**src/rtl/mem_arb_pkg.sv**
```systemverilog
// Shared types and constants for the CPU memory-port arbiter.
package mem_arb_pkg;

    // Arbiter sequencing: idle, data access, fetch access, one-cycle response
    typedef enum logic [1:0] {
        IDLE  = 2'd0,
        D_ACC = 2'd1,
        I_ACC = 2'd2,
        RESP  = 2'd3
    } state_t;

    // Which CPU port owns the access currently in flight
    typedef enum logic {
        PORT_D = 1'b0,
        PORT_I = 1'b1
    } port_t;

    // Word returned on a timed-out read; all zeros is a MIPS NOP
    localparam logic [31:0] DEFAULT_ERR_DATA = 32'h0000_0000;

endpackage

```
**src/rtl/mem_arb_wdog.sv**
```systemverilog
// Acknowledge watchdog: reloads when an access starts and counts down while
// the access waits for an acknowledge. Expired fires in the last allowed wait
// cycle, and only if no acknowledge arrives in that same cycle.
module mem_arb_wdog #(
    parameter int TIMEOUT = 255
) (
    input  logic clk,
    input  logic rst,
    input  logic clear,
    input  logic enable,
    input  logic mack,
    output logic expired
);

    generate
        if (TIMEOUT == 0) begin : g_off
            assign expired = 1'b0;
        end else begin : g_on
            localparam int CNT_W = (TIMEOUT > 1) ? $clog2(TIMEOUT) : 1;
            localparam logic [CNT_W-1:0] LOAD = CNT_W'(TIMEOUT - 1);

            logic [CNT_W-1:0] count;

            // Down-counter: reload on access start, step down per unacknowledged cycle
            always_ff @(posedge clk or posedge rst) begin
                if (rst) begin
                    count <= '0;
                end else if (clear) begin
                    count <= LOAD;
                end else if (enable && !mack && (count != '0)) begin
                    count <= count - 1'b1;
                end
            end

            assign expired = enable && !mack && (count == '0);
        end
    endgenerate

endmodule

```
**src/rtl/mem_port_arbiter.sv**
```systemverilog
// Shares one single-port memory between the CPU fetch and data ports.
// The data port wins every tie because it belongs to the older instruction;
// Stall holds the pipeline until every request of this pipeline cycle is served.
module mem_port_arbiter
    import mem_arb_pkg::*;
#(
    parameter int                DATA_W   = 32,
    parameter int                ADDR_W   = 32,
    parameter int                TIMEOUT  = 255,
    parameter logic [DATA_W-1:0] ERR_DATA = DEFAULT_ERR_DATA
) (
    input  logic              Clk,
    input  logic              Clr,
    input  logic              Ireq,
    input  logic [ADDR_W-1:0] Iaddr,
    output logic [DATA_W-1:0] Inst,
    output logic              Ivalid,
    input  logic              Rmem,
    input  logic              Wmem,
    input  logic [ADDR_W-1:0] Daddr,
    input  logic [DATA_W-1:0] Dwrite,
    output logic [DATA_W-1:0] Dread,
    output logic              Dvalid,
    output logic              Stall,
    output logic              Mreq,
    output logic [ADDR_W-1:0] Maddr,
    output logic [DATA_W-1:0] Mwdata,
    output logic              Mwe,
    input  logic [DATA_W-1:0] Mrdata,
    input  logic              Mack,
    output logic              Err
);

    state_t state;
    state_t state_next;
    port_t  port_q;
    logic   wr_q;
    logic   d_done;
    logic   i_done;
    logic   d_pend;
    logic   d_issue;
    logic   i_issue;
    logic   in_acc;
    logic   expired;

    assign d_pend  = Rmem | Wmem;
    assign in_acc  = (state == D_ACC) || (state == I_ACC);
    assign d_issue = (state == IDLE) && d_pend && !d_done;
    assign i_issue = (state == IDLE) && !d_issue && Ireq && !i_done;
    assign Stall   = (d_pend && !(d_done || Dvalid)) || (Ireq && !(i_done || Ivalid));

    mem_arb_wdog #(
        .TIMEOUT (TIMEOUT)
    ) u_wdog (
        .clk     (Clk),
        .rst     (Clr),
        .clear   (d_issue | i_issue),
        .enable  (in_acc),
        .mack    (Mack),
        .expired (expired)
    );

    // State register
    always_ff @(posedge Clk or posedge Clr) begin
        if (Clr) begin
            state <= IDLE;
        end else begin
            state <= state_next;
        end
    end

    // Next state: data before fetch, finish on acknowledge or watchdog expiry
    always_comb begin
        state_next = state;
        case (state)
            IDLE: begin
                if (d_issue) begin
                    state_next = D_ACC;
                end else if (i_issue) begin
                    state_next = I_ACC;
                end
            end
            D_ACC, I_ACC: begin
                if (Mack || expired) begin
                    state_next = RESP;
                end
            end
            RESP:    state_next = IDLE;
            default: state_next = IDLE;
        endcase
    end

    // State-decoded outputs; Mreq falls the moment reset forces IDLE
    always_comb begin
        Mreq   = in_acc;
        Mwe    = (state == D_ACC) && wr_q;
        Dvalid = (state == RESP) && (port_q == PORT_D);
        Ivalid = (state == RESP) && (port_q == PORT_I);
    end

    // Request latching, read capture, error reporting and served bookkeeping
    always_ff @(posedge Clk or posedge Clr) begin
        if (Clr) begin
            Maddr  <= '0;
            Mwdata <= '0;
            wr_q   <= 1'b0;
            port_q <= PORT_D;
            Inst   <= '0;
            Dread  <= '0;
            Err    <= 1'b0;
            d_done <= 1'b0;
            i_done <= 1'b0;
        end else begin
            if (d_issue) begin
                Maddr  <= Daddr;
                Mwdata <= Dwrite;
                wr_q   <= Wmem;
                port_q <= PORT_D;
            end else if (i_issue) begin
                Maddr  <= Iaddr;
                wr_q   <= 1'b0;
                port_q <= PORT_I;
            end

            if (in_acc) begin
                if (Mack) begin
                    if (!wr_q) begin
                        if (port_q == PORT_D) begin
                            Dread <= Mrdata;
                        end else begin
                            Inst <= Mrdata;
                        end
                    end
                end else if (expired) begin
                    Err <= 1'b1;
                    if (!wr_q) begin
                        if (port_q == PORT_D) begin
                            Dread <= ERR_DATA;
                        end else begin
                            Inst <= ERR_DATA;
                        end
                    end
                end
            end

            if (!Stall) begin
                d_done <= 1'b0;
                i_done <= 1'b0;
            end else begin
                if (Dvalid) begin
                    d_done <= 1'b1;
                end
                if (Ivalid) begin
                    i_done <= 1'b1;
                end
            end
        end
    end

endmodule

```
**config.mk**
```make
export PLATFORM = sky130hd
export DESIGN_NAME = mem_port_arbiter
export DESIGN_NICKNAME = d
export VERILOG_FILES = /design/src/rtl/mem_arb_pkg.sv /design/src/rtl/mem_arb_wdog.sv /design/src/rtl/mem_port_arbiter.sv
export SDC_FILE = /design/constraint.sdc
export NUM_CORES = 1
export LEC_CHECK = 0
export ABC_AREA = 1
export CAP_MARGIN = 20
export CORE_MARGIN = 2
export CORE_UTILIZATION = 30
export CTS_CLUSTER_DIAMETER = 100
export DETAILED_ROUTE_END_ITERATION = 8
export HOLD_SLACK_MARGIN = 0.05
export PLACE_DENSITY = 0.56
export SYNTH_ARGS = -nofsm -noshare
export SYNTH_HDL_FRONTEND = slang
export SYNTH_HIERARCHICAL = 1
export SYNTH_SLANG_ARGS = --single-unit
```
**constraint.sdc**
```tcl
create_clock -name Clk -period 7.1 [get_ports Clk]
set_input_delay 1.065 -clock Clk [delete_from_list [all_inputs] [get_ports Clk]]
set_output_delay 1.065 -clock Clk [all_outputs]
set_load 0.05 [all_outputs]
```
==> out/results.ini <==
[sta]
period_minus_slack_ns = 3.809
setup-violations-final = 0
max_freq_ghz = 0.2625
period_share_pct = 53.65
maxSlewViolCount = 0
hold_viol_final = 0
skew_ns = 0.01138
rsz0062_at_grt = false
fin_hold_ws_ns = 0.4785
worst_pin_slew_ns = 1.005
tns_ns = 0
slew_headroom_pct = 32.93

[finish]
n_fill_cell = 2113
final_common_cell = clkdlybuf4s50_1
drive_gt1_share_pct = 9.220
final_nets = 1113
layout_common_cells = clkdlybuf4s50_1 (267), nand2_1 (263), dfrtp_1 (143), o21ai_0 (65), inv_1 (58)
area_growth_pct = 52.77
antennaDiodeCount = 0

[die]
die_w_um = 150.2
die_area_um2 = 22560
core_um2 = 21020
pin_count = 268
start_util_pct = 30.50
die_height_um = 150.2
rows = 53

[synth]
ys_types = 26
synth_fp_nets = 864
postSynthCellCount = 725
ys_seq_elements = 143
synth.avg_cell_area_um2 = 8.843
yosysWarnings = 6
seq_area_frac_synth_pct = 55.82
synth_area_um2 = 6411

[hold_path]
hold_path_end = Mwdata[29]$_DFFE_PP0N_
worstHoldPathCells = 2
hold_path_class = reg2reg
hp-start = Mwdata[29]$_DFFE_PP0N_

[drt]
dr.pass1.iters = 4
vias_per_cell = 4.417
drt_iter0_markers = 294
wire_per_inst_um = 14.21
drc_errors = 0
wl_um = 17930
ant_nets = 0
routed-via-count = 5574

[setup_path]
critPathCaptureType = primary output
ff2ff_path_depth = 9
r2r_start = state[0]$_DFFE_PP0P_
worstSetupPathType = in2out
cp.arrival_ns = 2.74
r2r-end = Dread[12]$_DFFE_PP0P_
cp-start-kind = input pin
rrSetupSlack_ns = 4.14
critPathMaxFanout = 3
cp.required_ns = 6.03

[cts]
cts_max_level = 4
root_buffer = clkbuf_16
post_cts_buffers = 0
cts_tree = done
cts_resized = 0
clock_latency_ns = 0.41
hold_buffers = 0
clockBufferDepth = 2
cts_buffers = 17
path_clk_slew_ns = 0.06
clkSinkCount = 143

[placed_design]
place_hpwl_um = 12600
port_buffers = 267
gp_congestion = 0.7523

[grt]
grt_max_degree = 94
grt_usage_pct = 16.07
antenna_found_initial = 0
first_global_vias = 5396
grt_remaining_overflow = 0
grt_pass1_wl_um = 28480

[job]
maxCapViolCount = 0

[power_and_ir_drop]
p_per_area_nw_per_um2 = 559.2
cellLeakagePower_nw = 4.588
ir_drop_mv = 0.2457

[run_status]
run_status = completed

[cell families (layout without fill, tap and decap cells)]
kind of cell               after synthesis  count (layout)  share of synthesized area [%]
and+or+nand+nor                        345             345                          23.05
buffers and inverters                  100             362                          7.514
AOI/OAI and AO/OA                      132             132                          12.65
adders and majority gates                5               5                         0.9758
DFF                                    143             143                          55.82
[routing by layer]
metal | global-route usage (%) | routed length [um] | up-vias
li1 | - | - | 2813
met5 | 0 | 0 | -
met3 | 7.333 | 2076 | 12
met4 | 4.528 | 182 | 0
met2 | 24.38 | 7888 | 224
met1 | 20.67 | 7784 | 2525
[power by group]
| part | leakage [nW] | internal (W) | switching (W) | total (W) |
|---|---|---|---|---|
| registers | 1.78 | 0.00120 | 0.000225 | 0.00143 |
| clock network | 0.283 | 0.000504 | 0.000378 | 0.000882 |
| logic | 2.52 | 0.00100 | 0.00216 | 0.00317 |
[critical path, cell delays in order]
cell and delay [ns]:
clkdlybuf4s50_1 0.45, inv_1 0.04, nand2_1 0.20, nand2_1 0.11
nand2_1 0.07, clkdlybuf4s50_1 0.81
[Yosys cell counts]
cell / instances / area share [%]
a21oi_1: 1 / 0.078
a31o_2: 1 / 0.14
buf_2: 13 / 1.0
buf_4: 4 / 0.47
buf_6: 10 / 1.8
clkbuf_1: 14 / 0.82
dfrtp_1: 143 / 56
ha_1: 5 / 0.98
inv_1: 59 / 3.5
nand2_1: 263 / 15
nand2_2: 1 / 0.098
nand2_4: 3 / 0.53
nand3_1: 52 / 4.1
nand3_4: 2 / 0.55
nand4_1: 4 / 0.39
nor2_1: 11 / 0.64
nor2_2: 1 / 0.098
nor2_4: 2 / 0.35
nor2_8: 1 / 0.31
nor3_1: 1 / 0.078
nor3_4: 1 / 0.25
o21ai_0: 65 / 5.1
o21ai_1: 26 / 2.0
o21ai_2: 39 / 5.3
or2_1: 1 / 0.098
or2_2: 2 / 0.20
[final cells by class]
class,instances,area [um^2],area share [%]
sequential,143,3578,36.54
inverter,59,226.5,2.312
tap,275,344.1,3.513
clock buffer,18,439.2,4.484
timing repair buffer,271,2703,27.59
multi-input combinational,482,2361,24.11
clock inverter,14,142.6,1.456
[stage by stage]
step / worst slack (ns) / utilization [%] / instance area [um^2] / instances / power, W
6_report: 3.291 / 46.59 / 9794 / 1262 / 0.005477
5_1_grt: 3.236 / 46.59 / 9794 / 1262 / 0.005849
4_1_cts: 3.271 / 46.59 / 9794 / 1262 / 0.005549
3_5_place_dp: 3.250 / 43.82 / 9213 / 1230 / 0.004640
3_3_place_gp: 3.277 / 43.82 / 9213 / 1230 / 0.004623
2_1_floorplan: 2.424 / - / 6411 / 725 / 0.003625
[worst max path at each step]
stage / startpoint / end / slack (ns) / depth (start not counted)
after detailed placement: Mack / Inst[11]$_DFFE_PP0P_ / 3.25 / 7
after global placement: Wmem / Stall / 3.28 / 6
after CTS: Wmem / Stall / 3.27 / 6
final: Wmem / Stall / 3.29 / 6
after floorplan: Clr / Dread[0]$_DFFE_PP0P_ / 2.42 / 1
after global routing: Wmem / Stall / 3.24 / 6
[state kept, by name, summed over array words and instances, names as in the netlist]
register           cells
Dread                 32
Inst                  32
Maddr                 32
Mwdata                32
u_wdog/g_on.count      8
state                  2
Err                    1
d_done                 1
i_done                 1
port_q                 1
wr_q                   1
No activity file was read; power rests on OpenSTA's default activity.
